`src/rtl/alu_share_arbiter_pkg.sv`:
```
// Shared definitions for the ALU-sharing arbiter slice.
//   - default requester count, operand and opcode widths
//   - requester-ID width helper (clog2, minimum 1)
//   - operation-counter width
//   - response-channel controller states
package alu_share_pkg;

    localparam int DEF_NUM_REQ = 4;
    localparam int DEF_DATA_W  = 4;
    localparam int DEF_OP_W    = 3;
    localparam int CNT_W       = 16;

    // A single requester still needs one ID bit so rsp_id is never zero-width.
    function automatic int id_width(input int n);
        return (n <= 1) ? 1 : $clog2(n);
    endfunction

    typedef enum logic {
        ST_EMPTY = 1'b0,
        ST_FULL  = 1'b1
    } rsp_state_e;

endpackage

```
`src/rtl/alu_model.sv`:
```
// Purely combinational ALU shared by all requesters.
// Ports:
//   a_i, b_i : operands (DATA_W)
//   op_i     : opcode (OP_W)
//   y_o      : result (DATA_W)
// Opcodes: 0 add, 1 sub, 2 and, 3 or, 4 xor, 5 not a, 6 a<<1, 7 a>>1.
module ALU_model
    import alu_share_pkg::*;
#(
    parameter int DATA_W = DEF_DATA_W,
    parameter int OP_W   = DEF_OP_W
) (
    input  logic [DATA_W-1:0] a_i,
    input  logic [DATA_W-1:0] b_i,
    input  logic [OP_W-1:0]   op_i,
    output logic [DATA_W-1:0] y_o
);

    // Operation select
    always_comb begin
        y_o = '0;
        case (op_i)
            OP_W'(0): y_o = a_i + b_i;
            OP_W'(1): y_o = a_i - b_i;
            OP_W'(2): y_o = a_i & b_i;
            OP_W'(3): y_o = a_i | b_i;
            OP_W'(4): y_o = a_i ^ b_i;
            OP_W'(5): y_o = ~a_i;
            OP_W'(6): y_o = a_i << 1;
            OP_W'(7): y_o = a_i >> 1;
            default:  y_o = '0;
        endcase
    end

endmodule

```
`src/rtl/alu_share_arbiter_rr.sv`:
```
// Round-robin arbiter: grants the first requester at or above the pointer,
// wrapping modulo NUM_REQ.
// Ports:
//   req_i     : request vector
//   ptr_i     : highest-priority index
//   en_i      : grant enable (downstream can accept)
//   gnt_o     : one-hot grant, zero when disabled or idle
//   gnt_idx_o : encoded index of the winner (valid when gnt_vld_o)
//   gnt_vld_o : a grant is being issued
module rr_arbiter #(
    parameter int NUM_REQ = 4,
    parameter int ID_W    = 2
) (
    input  logic [NUM_REQ-1:0] req_i,
    input  logic [ID_W-1:0]    ptr_i,
    input  logic               en_i,
    output logic [NUM_REQ-1:0] gnt_o,
    output logic [ID_W-1:0]    gnt_idx_o,
    output logic               gnt_vld_o
);

    localparam logic [ID_W:0] NUM_L = (ID_W+1)'(NUM_REQ);

    logic [ID_W:0]      sum_s;
    logic [ID_W:0]      wrap_s;
    logic [ID_W-1:0]    cand_s;
    logic               hit_s;
    logic               found_s;
    logic [ID_W-1:0]    idx_s;
    logic [NUM_REQ-1:0] gnt_s;

    // Priority scan starting at the pointer; the first hit wins.
    always_comb begin
        sum_s   = '0;
        wrap_s  = '0;
        cand_s  = '0;
        hit_s   = 1'b0;
        found_s = 1'b0;
        idx_s   = '0;
        for (int k = 0; k < NUM_REQ; k++) begin
            sum_s   = {1'b0, ptr_i} + (ID_W+1)'(k);
            wrap_s  = (sum_s >= NUM_L) ? (sum_s - NUM_L) : sum_s;
            cand_s  = wrap_s[ID_W-1:0];
            hit_s   = !found_s && req_i[cand_s];
            idx_s   = hit_s ? cand_s : idx_s;
            found_s = found_s | hit_s;
        end
    end

    // One-hot expansion gated by the enable.
    always_comb begin
        gnt_s        = '0;
        gnt_s[idx_s] = found_s & en_i;
    end

    assign gnt_o     = gnt_s;
    assign gnt_idx_o = idx_s;
    assign gnt_vld_o = found_s & en_i;

endmodule

```
`src/rtl/alu_share_arbiter.sv`:
```
// Shares one combinational ALU among NUM_REQ requesters. A round-robin
// grant selects one request per cycle; its result is registered together
// with the requester ID on a single response channel with backpressure.
// Ports:
//   clk, rst                 : clock, synchronous active-high reset
//   req_valid / req_ready    : per-requester handshake
//   req_opperand_1/2, opcode : packed per-requester payload
//   rsp_valid / rsp_ready    : response handshake
//   rsp_data, rsp_id         : registered result and originating requester
//   op_count                 : wrapping count of accepted requests
module alu_share_arbiter
    import alu_share_pkg::*;
#(
    parameter int NUM_REQ = DEF_NUM_REQ,
    parameter int DATA_W  = DEF_DATA_W,
    parameter int OP_W    = DEF_OP_W,
    parameter int ID_W    = id_width(NUM_REQ)
) (
    input  logic                      clk,
    input  logic                      rst,
    input  logic [NUM_REQ-1:0]        req_valid,
    output logic [NUM_REQ-1:0]        req_ready,
    input  logic [NUM_REQ*DATA_W-1:0] req_opperand_1,
    input  logic [NUM_REQ*DATA_W-1:0] req_opperand_2,
    input  logic [NUM_REQ*OP_W-1:0]   req_opcode,
    output logic                      rsp_valid,
    input  logic                      rsp_ready,
    output logic [DATA_W-1:0]         rsp_data,
    output logic [ID_W-1:0]           rsp_id,
    output logic [CNT_W-1:0]          op_count
);

    rsp_state_e         state_q, state_d;
    logic [DATA_W-1:0]  data_q, data_d;
    logic [ID_W-1:0]    id_q, id_d;
    logic [ID_W-1:0]    ptr_q, ptr_d;
    logic [CNT_W-1:0]   cnt_q, cnt_d;

    logic               can_accept_s;
    logic               en_s;
    logic [ID_W-1:0]    gnt_idx_s;
    logic               xfer_s;
    logic [DATA_W-1:0]  opa_s, opb_s, alu_y_s;
    logic [OP_W-1:0]    opc_s;

    // Grant enable depends only on the response slot and reset, never on payload.
    assign can_accept_s = (state_q == ST_EMPTY) || rsp_ready;
    assign en_s         = can_accept_s && !rst;

    rr_arbiter #(
        .NUM_REQ (NUM_REQ),
        .ID_W    (ID_W)
    ) u_rr (
        .req_i     (req_valid),
        .ptr_i     (ptr_q),
        .en_i      (en_s),
        .gnt_o     (req_ready),
        .gnt_idx_o (gnt_idx_s),
        .gnt_vld_o (xfer_s)
    );

    assign opa_s = req_opperand_1[int'(gnt_idx_s)*DATA_W +: DATA_W];
    assign opb_s = req_opperand_2[int'(gnt_idx_s)*DATA_W +: DATA_W];
    assign opc_s = req_opcode[int'(gnt_idx_s)*OP_W +: OP_W];

    ALU_model #(
        .DATA_W (DATA_W),
        .OP_W   (OP_W)
    ) u_alu (
        .a_i  (opa_s),
        .b_i  (opb_s),
        .op_i (opc_s),
        .y_o  (alu_y_s)
    );

    // Next-state: a transfer loads the slot (even while draining), a drain
    // alone empties it, anything else holds.
    always_comb begin
        state_d = state_q;
        data_d  = data_q;
        id_d    = id_q;
        ptr_d   = ptr_q;
        cnt_d   = cnt_q;
        if (xfer_s) begin
            state_d = ST_FULL;
            data_d  = alu_y_s;
            id_d    = gnt_idx_s;
            ptr_d   = (gnt_idx_s == ID_W'(NUM_REQ - 1)) ? '0 : gnt_idx_s + ID_W'(1);
            cnt_d   = cnt_q + CNT_W'(1);
        end else if ((state_q == ST_FULL) && rsp_ready) begin
            state_d = ST_EMPTY;
        end else begin
            state_d = state_q;
        end
    end

    // Response slot, pointer and counter registers.
    always_ff @(posedge clk) begin
        if (rst) begin
            state_q <= ST_EMPTY;
            data_q  <= '0;
            id_q    <= '0;
            ptr_q   <= '0;
            cnt_q   <= '0;
        end else begin
            state_q <= state_d;
            data_q  <= data_d;
            id_q    <= id_d;
            ptr_q   <= ptr_d;
            cnt_q   <= cnt_d;
        end
    end

    assign rsp_valid = (state_q == ST_FULL);
    assign rsp_data  = data_q;
    assign rsp_id    = id_q;
    assign op_count  = cnt_q;

endmodule

```
`config.mk`:
```
export PLATFORM = sky130hd
export DESIGN_NAME = alu_share_arbiter
export DESIGN_NICKNAME = d
export VERILOG_FILES = /design/src/rtl/alu_share_arbiter_pkg.sv /design/src/rtl/alu_model.sv /design/src/rtl/alu_share_arbiter_rr.sv /design/src/rtl/alu_share_arbiter.sv
export SDC_FILE = /design/constraint.sdc
export NUM_CORES = 1
export LEC_CHECK = 0
export CORE_UTILIZATION = 40
export DETAILED_ROUTE_END_ITERATION = 8
export HOLD_SLACK_MARGIN = 0.05
export PLACE_DENSITY = 0.73
export SLEW_MARGIN = 30
export SYNTH_ARGS = -nofsm -noshare
export SYNTH_HDL_FRONTEND = slang
export SYNTH_HIERARCHICAL = 1
export SYNTH_SLANG_ARGS = --single-unit
```
`constraint.sdc`:
```
create_clock -name clk -period 4.9 [get_ports clk]
set_input_delay 0.98 -clock clk [delete_from_list [all_inputs] [get_ports clk]]
set_output_delay 0.98 -clock clk [all_outputs]
set_load 0.01 [all_outputs]
```
; After elaboration in Yosys (flattened, before gate mapping)
; Index checks and enable logic that the tools add are counted.
[classes]
n_addsub = 11
multipliers = 1
magnitude_cmp = 10
n_eq_ne = 8
n_shift = 3
mux = 22
n_bitwise = 10
reduce_logical = 13
[op_table]
columns = cell, n
row1 = 4-bit one-hot mux with 8 select lines, 1
row2 = 16-bit by 5-bit variable part select with 4-bit output, 2
row3 = 2-bit 2-to-1 mux, 9
row4 = "16-bit by 1-bit adder with 16-bit output, second input constant", 1
row5 = "2-bit by 3-bit < comparator with 1-bit output, second input constant", 5
row6 = "3-bit == test, second input constant", 4
row7 = 12-bit by 5-bit variable part select with 3-bit output, 1
row8 = "3-bit greater-or-equal comparator, second input constant", 3
row9 = 4-bit bitwise AND, 2
row10 = 1-bit binary-select mux with 2-bit select, 4
row11 = "2-bit by 1-bit subtractor with 2-bit output, second input constant", 4
row12 = 1-bit 2-to-1 mux, 7
row13 = "2-bit by 2-bit adder with 3-bit output, second input constant", 2
row14 = "3-bit by 2-bit == test with 1-bit output, second input constant", 2
row15 = 1-bit logical AND, 6
row16 = 4-bit adder, 1
row17 = 1-bit zero test, 4
row18 = "2-bit by 2-bit multiplier with 4-bit output, second input constant", 1
row19 = 4-bit inverter, 1
row20 = 4-bit OR, 1
row21 = 4-bit subtractor, 1
row22 = 4-bit XOR, 1
row23 = "2-bit by 1-bit adder with 3-bit output, second input constant", 1
row24 = "3-bit by 1-bit == test with 1-bit output, second input constant", 1
row25 = 11 further kinds, 13
[totals]
register_bits = 25
input_bits = 51

; Longest topological paths before layout
[logic_depth]
word_depth = 18
ltp_mapped = 17
mapped_depth_nobuf = 16

; Cells and area by module
; Netlist, hierarchy kept.
[modules_own_cells]
columns = mod, n_inst, cells_each, area_each_um2, seq_area_each_um2
row1 = alu_share_arbiter, 1, 130, 1333.8, 500.5
row2 = ALU_model, 1, 75, 560.5, 0.0
row3 = rr_arbiter, 1, 19, 143.9, 0.0

; Least setup slack after synthesis
; Ideal clock, no wire load.
[synth_timing]
path_type = in2reg
startpoint = input port req_valid[2]
endpoint = register data_q[2], in the netlist rsp_data[2]
t_arrival_ps = 4708
required_ps = 4772
setup_slack_ps = 65
path_stages = 15
path_buffers = 1
path_cell_list = nor2b_4 a21o_1 a221o_1 a21oi_1 buf_2 mux4_2 nor3b_4 mux2_2 fa_1 xor2_1 o22a_1 nor2_1 a221o_1 mux2i_1 nor2_1
[synth_between]
elab_chain_cells = 15
word_cells_on_any_way = 41
cone_classes = 2 x add/sub / 1 x mul / 7 x eq/ne / 3 x shift / 13 x mux / 8 x bitwise / 7 x reduce/logical
[synth_rtl]
columns = element, line_no
row1 = from (decl), alu_share_arbiter.sv:21  ; input logic [NUM_REQ-1:0] req_valid,
row2 = 1-bit binary-select mux with 2-bit select, alu_share_arbiter_rr.sv:44  ; hit_s = !found_s && req_i[cand_s];
row3 = 1-bit 2-to-1 mux (implied by the code), alu_share_arbiter_rr.sv:44
row4 = 1-bit zero test, alu_share_arbiter_rr.sv:44
row5 = 1-bit logical AND, alu_share_arbiter_rr.sv:44
row6 = 1-bit OR, alu_share_arbiter_rr.sv:46  ; found_s = found_s | hit_s;
row7 = 1-bit zero test, alu_share_arbiter_rr.sv:44
row8 = 1-bit logical AND, alu_share_arbiter_rr.sv:44
row9 = 1-bit OR, alu_share_arbiter_rr.sv:46
row10 = [... 2 more ...], n/a
row11 = 2-bit 2-to-1 mux *, alu_share_arbiter_rr.sv:45  ; idx_s = hit_s ? cand_s : idx_s;
row12 = net gnt_idx_s[0], alu_share_arbiter.sv:41  ; logic [ID_W-1:0] gnt_idx_s;
row13 = 2-bit by 2-bit multiplier with 4-bit output *, alu_share_arbiter.sv:64  ; assign opc_s = req_opcode[int'(gnt_idx_s)*OP_W +: OP_W];
row14 = 12-bit by 5-bit variable part select with 3-bit output *, alu_share_arbiter.sv:64
row15 = net opc_s[2], alu_share_arbiter.sv:44  ; logic [OP_W-1:0] opc_s;
row16 = 3-bit == test (tied with other cells), alu_model.sv:22  ; case (op_i)
row17 = 4-bit one-hot mux with 8 select lines *, alu_model.sv:22
row18 = net alu_y_s[2], alu_share_arbiter.sv:43  ; logic [DATA_W-1:0] opa_s, opb_s, alu_y_s;
row19 = to (signal assigned), alu_share_arbiter.sv:107  ; data_q <= data_d;
row20 = to (decl), alu_share_arbiter.sv:34  ; logic [DATA_W-1:0] data_q, data_d;
; Mark *: on every way through the listed nets, which the timed path passes. The rest lies on a longest branch. The select of a mux whose other input is x is not followed.
; A chain may end at the register's enable or synchronous reset.

; Worst setup path after layout
[layout_timing]
startpoint = input port req_valid[3]
endpoint = register data_q[2], in the netlist rsp_data[2]
; The elaborated chain is that of the path after synthesis.

==> metrics.txt <==
status finished, final reports clean; Power Internal 0.561 mW; Sink Count 25; most common cell after layout, fill and taps aside clkdlybuf4s50_1; RSZ-0062 raised after global routing false; commonest cells after routing, fill and taps aside 77 x clkdlybuf4s50_1, 37 x nor2_1, 25 x dfxtp_1, 14 x inv_1, 14 x ha_1; final number of setup-violating endpoints 0; sw frac 36.6%; slowest cell delay on critical path 0.55 ns; number of antenna diodes 0; Worst Hold End rsp_data[1]$_SDFFE_PP0P_; Core ar. 4820 um^2; Pre-Repair DR Iteration Count 4; fmax 218 MHz; clock latency at the later pin of the worst-skew pair 0.27 ns; R2R depth 15; setup tns final 0 ns; worst min path class register to register; Mapped Cells 224; die span in y 73.4 um; postcts setup bufs 0; post-synth net total 290; setup slack, reg-to-reg 1.15 ns; Leakage 1.21 nW; Worst-Margin Slew 0.529 ns; Gates resized, CTS repair 0; DIE AREA 5380 um^2; syn avg cell area 9.10 um^2; max-cap violation count 0; GRT overflow 0; CP bufs+invs 3; Pins Over Slew Limit 0; CP Class input pin to register; clock tree buffer depth 2; clock power share 13.8%; crit-path max FO 12; ys flop type dfxtp_1; Final Cycle Share 93.7%; first-pass GRT wire length 8410 um; Power Dens Cells 295 nW/um^2; initial antenna violation count 0; CTS root buffer clkbuf_8; DRT iter0 DRCs 96; Crit Reg-Reg Startpoint ptr_q[0]$_SDFFE_PP0P_; Post-CTS Hold Buffers 0; CP arrival 4.75 ns; crit-path cells clkdlybuf4s50_1 -> inv_1 -> a21o_1 -> a221o_1 -> a21oi_2 -> buf_12 -> mux4_2 -> nor3b_4 -> mux2_2 -> fa_1 -> xor2_1 -> o22a_1 -> nor2_1 -> a221o_1 -> mux2i_1 -> nor2_1; Gate power share 60.0%; Worst R2R End rsp_data[2]$_SDFFE_PP0P_; switching power 0.324 mW; #FFs+latches synth 25; Avg WL per Cell 14.0 um; vias 1976; die width 73.4 um; Layout Skew 0.00831 ns; Finished Layout Cells 374; vias in the first global route 1844; worst vdd ir 0.165 mV; cts bufs inserted 3; GPL Wtd Cong 0.843; startpoint types input pin; WL final 5240 um; Clock transition at path regs 0.09 ns; final hold vios 0; Post-DP HPWL 4010 um; Distinct cells, synth 50; I/O Buffers 77; crit end category register; DRC 0; Final min period 4.59 ns; CP Data Required Time 5.06 ns; synthesized area 2040 um^2; Core Rows 25; fin nets 374; Post-synth ARST share 0%; GRT Total Usage 19.8%; synth warn 6; Hold Path Origin rsp_data[1]$_SDFFE_PP0P_; post-synthesis sequential area ratio 24.6%; IO Count 78; slowest stage cell, crit path mux4_2; Min-Delay Path Depth 2; Post-synth EDFFs 0; H-tree depth 1; Max-slew headroom 64.3%; largest net degree at the start of global routing 31; post-DR vias/cell 5.28; P&R area growth vs syn 47.1%; Starting Density 42.3%; DRT antenna net count 0; Min Hold Slack 0.505 ns; register share of total power 26.2%; CTS tree built; layout cell share with drive strength beyond 1 14.0%; dpl cells 370; CP top delay family multiplexers
logic make-up (layout without fill, tap and decap cells):
logic type,after synthesis,in the layout,synth area share (%)
muxes,29,29,21.9
adders and majority gates,15,15,9.58
AOI/OAI and AO/OA,28,28,9.76
buffers and inverters,25,108,5.28
DFF,25,25,24.6
and+or+nand+nor,89,89,23.3
xor gates and xnor gates,13,13,5.59
per-layer routing:
layer / vias to the layer above / part of all wire, % / track usage (%)
met1: 918 / 44 / 26.3
met5: - / 0 / 0
met3: 9 / 7.3 / 1.92
met4: 0 / 1.6 / 6.62
met2: 81 / 47 / 33.8
li1: 968 / - / -
power groups by stage:
| stage | sequential, mW | clock (mW) | combinational [mW] |
|---|---|---|---|
| after floorplan | 0.240 | 0 | 0.348 |
| after global placement | 0.236 | 0 | 0.515 |
| after detailed placement | 0.236 | 0 | 0.529 |
| after CTS | 0.232 | 0.127 | 0.531 |
| after global routing | 0.234 | 0.133 | 0.587 |
| final | 0.232 | 0.122 | 0.531 |
worst reg2reg max path: stages (launching register included):
cell	delay, ns
dfxtp_1	0.42
nor2b_4	0.06
a21o_1	0.15
a221o_1	0.32
a21oi_2	0.16
buf_12	0.17
mux4_2	0.56
nor3b_4	0.24
mux2_2	0.38
fa_1	0.41
xor2_1	0.16
o22a_1	0.15
nor2_1	0.04
a221o_1	0.26
mux2i_1	0.13
nor2_1	0.05
area by class of cell:
class	count	area [um^2]
tap	67	83.8
timing repair buffer	90	881
fill	449	1820
multi-input combinational	174	1430
clock inverter	1	5.00
clock buffer	3	41.3
sequential	25	500
inverter	14	52.6
metrics by stage:
| stage | setup slack, ns | util (%) | total power, mW | instance area (um^2) |
|---|---|---|---|---|
| 2_1_floorplan | 0.0648 | - | 0.588 | 2040 |
| 3_3_place_gp | 0.0806 | 61.3 | 0.751 | 2950 |
| 3_5_place_dp | 0.00357 | 61.3 | 0.765 | 2950 |
| 4_1_cts | 0.301 | 62.2 | 0.890 | 3000 |
| 5_1_grt | 0.0792 | 62.2 | 0.954 | 3000 |
| 6_report | 0.310 | 62.2 | 0.885 | 3000 |
sequential cells by signal, indices dropped and copies added (netlist names):
name       flops
op_count      16
rsp_data       4
ptr_q          2
rsp_id         2
rsp_valid      1
cell usage after synthesis (all sizes together), types with 3 or more instances:
library cell	instances	area share [%]
dfxtp	25	25
mux4	12	13
o21ai	4	0.98
clkbuf	5	0.92
nand4	6	2.1
nand3	6	1.5
nor3b	3	1.9
mux2i	12	5.9
ha	14	8.6
xor2	7	3.0
nor2	37	6.8
buf	6	1.8
xnor2	6	2.6
mux2	5	2.8
nand2	10	1.8
nor3	5	1.5
inv	14	2.6
nor2b	7	2.5
nand2b	5	1.5
a21oi	8	2.0
worst max path at each step:
| stage | from | slack, ns | cells after the start | to |
|---|---|---|---|---|
| 2_1_floorplan | req_valid[2] | 0.06 | 15 | rsp_data[2]$_SDFFE_PP0P_ |
| 5_1_grt | req_valid[3] | 0.08 | 17 | rsp_data[2]$_SDFFE_PP0P_ |
| 6_report | req_valid[3] | 0.31 | 16 | rsp_data[2]$_SDFFE_PP0P_ |
| 3_5_place_dp | req_valid[3] | 0.004 | 16 | rsp_data[2]$_SDFFE_PP0P_ |
| 3_3_place_gp | req_valid[3] | 0.08 | 16 | rsp_data[2]$_SDFFE_PP0P_ |
| 4_1_cts | req_valid[3] | 0.30 | 16 | rsp_data[2]$_SDFFE_PP0P_ |
Note: power is estimated with default switching activity, not from simulation.
==> variant 1 (same flow settings) <==
Set the package constant `CNT_W` to 12 (it was 16).
--- a/src/rtl/alu_share_arbiter_pkg.sv
+++ b/src/rtl/alu_share_arbiter_pkg.sv
@@ -8,7 +8,7 @@
     localparam int DEF_NUM_REQ = 4;
     localparam int DEF_DATA_W  = 4;
     localparam int DEF_OP_W    = 3;
-    localparam int CNT_W       = 16;
+    localparam int CNT_W       = 12;
 
     // A single requester still needs one ID bit so rsp_id is never zero-width.
     function automatic int id_width(input int n);
Interface: changed (resized op_count); port bits go from 78 to 74. The function was not compared with the original's and may differ.
==> variant 1 against the unedited design <==
  * Total power down 5.0%
  * Global-route usage increased by 0.85 points
  * Largest cell class unchanged
  * Clock skew is 2.0 ps lower
  * Via count shrank 12%
  * Largest power group unchanged
  * Sequential share of layout area is 1.3 points lower
  * Wire length fell by 8.1%
  * Final area fell by 9.0%
  * Sequential power is 14% lower
  * Sequential cell count decreased by 4
  * Area after synthesis decreased by 10%
  * Non-clock buffer count shrank 5
  * Worst setup slack lost 37 ps
==> variant 1: results (changes against the unedited design) <==
[metrics] setup slack after placement: -41.69 ps (-45.26 ps)
[metrics] Fill cells: 371 (-17%)
[metrics] Post-Synthesis Cells: 197 (-12%)
[metrics] GRT Util Overall: 20.69% (+0.85 points)
[metrics] FF-to-FF setup slack: 1050 ps (-100 ps)
[metrics] Placer Congestion: 0.8365 (-0.74%)
[metrics] post-DR vias/cell: 5.323 (+0.75%)
[metrics] final worst setup slack: 273.3 ps (-36.58 ps)
[metrics] sequential power share: 23.7% (-2.5 points)
[metrics] wire length of the first global-routing pass: 8.045 mm (-4.4%)
[metrics] area after detailed placement: 2670 um^2 (-9.5%)
[metrics] status: finished, final reports clean
[metrics] total nets after synthesis: 263 (-9.3%)
[metrics] vias: 1,746 (-12%)
[metrics] port bufs: 73 (-5.2%)
[metrics] Crit. Startpoint: req_valid[1]
[metrics] Detail Placement HPWL: 3.857 mm (-3.9%)
[metrics] setup skew after layout: 6.270 ps (-2.036 ps)
[metrics] maximum number of pins on one net before global-route repair: 23 (-26%)
[metrics] share of cells above drive strength 1: 13.77% (-0.24 points)
[metrics] Max IR drop VDD: 0.1480 mV (-10%)
[metrics] transition time of the tightest slew-check pin: 521.7 ps (-7.328 ps)
[metrics] instance count after placement with tap cells included: 323 (-13%)
[metrics] sequential cell area fraction in the yosys report: 23.05% (-1.5 points)
[metrics] synth top area cells: sky130_fd_sc_hd__dfxtp_1 (23%), sky130_fd_sc_hd__mux4_2 (15%), sky130_fd_sc_hd__ha_1 (9.6%)
[metrics] P_sw: 0.0003137 W (-3.2%)
[metrics] Leakage: 1.085 nW (-10%)
-- variant 1: final cells by class --
class                   instances  share of cell area, %
repair buffers                 85                  30.63
well taps                      52                  2.384
clock inverters                 1                 0.2751
flip-flops and latches         21                  15.41
inverters                      13                  1.788
multi-input cells             153                  48.01
clock buffers                   3                  1.513
-- variant 1: metrics by stage --
step           utilization (%)  power [W]  hold WS [ps]
5_1_grt                  62.67  0.0009138         514.1
3_5_place_dp             61.32  0.0007208         477.4
3_3_place_gp             61.32  0.0007091         465.5
6_report                 62.67  0.0008407         486.4
4_1_cts                  62.44  0.0008424         491.0
2_1_floorplan                -  0.0005533         495.9
-- variant 1: worst min-delay path by stage --
| stage | start | end | slack (ps) | cells after the start |
|---|---|---|---|---|
| after floorplan | op_count[11] | op_count[11] | 500 | 2 |
| after global placement | op_count[11] | op_count[11] | 470 | 2 |
| after detailed placement | op_count[11] | op_count[11] | 480 | 2 |
| after CTS | op_count[11] | op_count[11] | 490 | 2 |
| after global routing | op_count[11] | op_count[11] | 510 | 2 |
| final | op_count[11] | op_count[11] | 490 | 2 |
-- variant 1: logic make-up (layout without fill, tap and decap cells) --
group,count (synthesis),count (layout),share of synthesized area (%)
simple gates,67,67,20.92
compound gates,38,38,13.99
mux,26,26,22.63
buf+inv,23,102,5.350
flops,21,21,23.05
fa+ha+maj,15,15,10.70
xor+xnor,7,7,3.361
-- variant 1: what timing repair did --
action	CTS	global route
hold buffers	0	0
buffers inserted	0	1
setup endpoints to repair	0	1
resized for setup	0	1
endpoints found under the hold margin	0	0
-- variant 1: routing by layer --
metal | wire length, um | track usage [%] | up-vias
li1 | - | - | 880
met3 | 284 | 4.797 | 9
met2 | 2381 | 35.49 | 51
met1 | 2067 | 25.74 | 806
met4 | 86 | 6.122 | 0
met5 | 0 | 0 | -
==> variant 2 (config.mk and constraints unchanged) <==
Made on the original files. `id_q` no longer has a reset.
--- a/src/rtl/alu_share_arbiter.sv
+++ b/src/rtl/alu_share_arbiter.sv
@@ -99,16 +99,18 @@
         if (rst) begin
             state_q <= ST_EMPTY;
             data_q  <= '0;
-            id_q    <= '0;
             ptr_q   <= '0;
             cnt_q   <= '0;
         end else begin
             state_q <= state_d;
             data_q  <= data_d;
-            id_q    <= id_d;
             ptr_q   <= ptr_d;
             cnt_q   <= cnt_d;
         end
+    end
+
+    always_ff @(posedge clk) begin
+        id_q <= id_d;
     end
 
     assign rsp_valid = (state_q == ST_FULL);
Check against the original RTL: differs if rst is asserted again (counterexample within 4 cycles, from zero or initial values and one cycle with rst high); with rst held inactive, the same outputs for 10 cycles.
==> variant 2 against the unedited design <==
  * Area after synthesis is 0.98% higher
  * Worst hold slack worse by 7.2 ps
  * Final area is 0.21% higher
  * Non-clock buffer count is 1 lower
  * Wire length is 2.7% lower
  * Cell count is 1.3% lower
  * Sequential cell count stayed put
  * Total power is 3.7% lower
  * Worst setup slack worse by 23 ps
  * Die area is 0.96% higher
  * Via count is 4.7% lower
==> variant 2: results (changes against the unedited design) <==
[metrics] Pint: 0.0005486 W (-2.2%)
[metrics] setup slack after placement: 12.68 ps (+9.112 ps)
[metrics] share of cells above drive strength 1: 13.91% (-0.099 points)
[metrics] area after detailed placement: 2958 um^2 (+0.21%)
[metrics] top cells by instance count after synthesis: sky130_fd_sc_hd__nor2_1 (37), sky130_fd_sc_hd__dfxtp_1 (23), sky130_fd_sc_hd__inv_1 (15)
[metrics] GRT Util Overall: 19.03% (-0.81 points)
[metrics] total nets after synthesis: 286 (-1.4%)
[metrics] setup skew after layout: 9.459 ps (+1.154 ps)
[metrics] Leakage: 1.200 nW (-0.48%)
[metrics] Seq. pwr: 0.000236 W (+2%)
[metrics] relative max-transition margin: 56.53% (-7.8 points)
[metrics] adder and majority gate portion of the synthesized area: 9.483% (-0.093 points)
[metrics] final non-filler cell total: 369 (-1.3%)
[metrics] cell family with the largest share of critical-path delay: compound AO/OA/AOI/OAI gates
[metrics] status: finished, final reports clean
[metrics] Yosys cell types: 48 (-4.0%)
[metrics] fraction of synthesized cell area in xor and xnor cells: 5.957% (+0.37 points)
[metrics] largest fanout on the critical path: 11 (-1)
[metrics] multiplexer share of the synthesized area: 19.15% (-2.8 points)
[metrics] Iter 0 DRT Violations: 100 (+4.2%)
[metrics] Max IR drop VDD: 0.1826 mV (+11%)
[metrics] synth top area cells: sky130_fd_sc_hd__dfxtp_1 (22%), sky130_fd_sc_hd__mux4_2 (13%), sky130_fd_sc_hd__ha_1 (8.5%)
[metrics] net switching share of the total power: 35.63% (-0.99 points)
[metrics] Placer Congestion: 0.8459 (+0.38%)
[metrics] Detail Placement HPWL: 4.130 mm (+3.0%)
[metrics] number of enable-type register cells in the synthesized netlist: 2 (+2)
[metrics] post-DR vias/cell: 5.106 (-3.4%)
[metrics] routed wire length per instance: 13.82 um (-1.4%)
[metrics] number of global-route vias before repair: 1,723 (-6.6%)
[metrics] worst hold slack: 497.5 ps (-7.152 ps)
[metrics] compound-cell area share of the yosys netlist: 10.40% (+0.63 points)
variant 2: cell types whose count changed after synthesis, sizes merged, moves of 3 or more:
| cell | change |
|---|---|
| xnor2 | +4 |
| xor2 | -3 |
| nor2b | -3 |
| mux2i | -3 |
variant 2: cell type report:
cell class	count	area (um^2)	share of cell area, %
timing repair buffer	89	873.3	29.07
tap	67	83.83	2.791
clock buffer	3	41.29	1.374
inverter	15	56.30	1.874
multi-input combinational	169	1424	47.40
clock inverter	1	5.005	0.1666
sequential	25	520.5	17.33
variant 2: path summary, 6_finish.rpt:
kind / from / to / cells past startpoint
max: req_valid[3] / rsp_data[2] / 16
min: rsp_data[0] / rsp_data[0] / 2
max reg2reg: ptr_q[0] / rsp_data[2] / 15
min reg2reg: rsp_data[0] / rsp_data[0] / 2
variant 2: metal layers:
metal  track usage (%)  routed length, um  vias up
met4             1.709                 17        0
met2             30.89               2605       38
met3             3.429                157        2
met1             27.33               2321      895
met5                 0                  0        -
li1                  -                  -      949
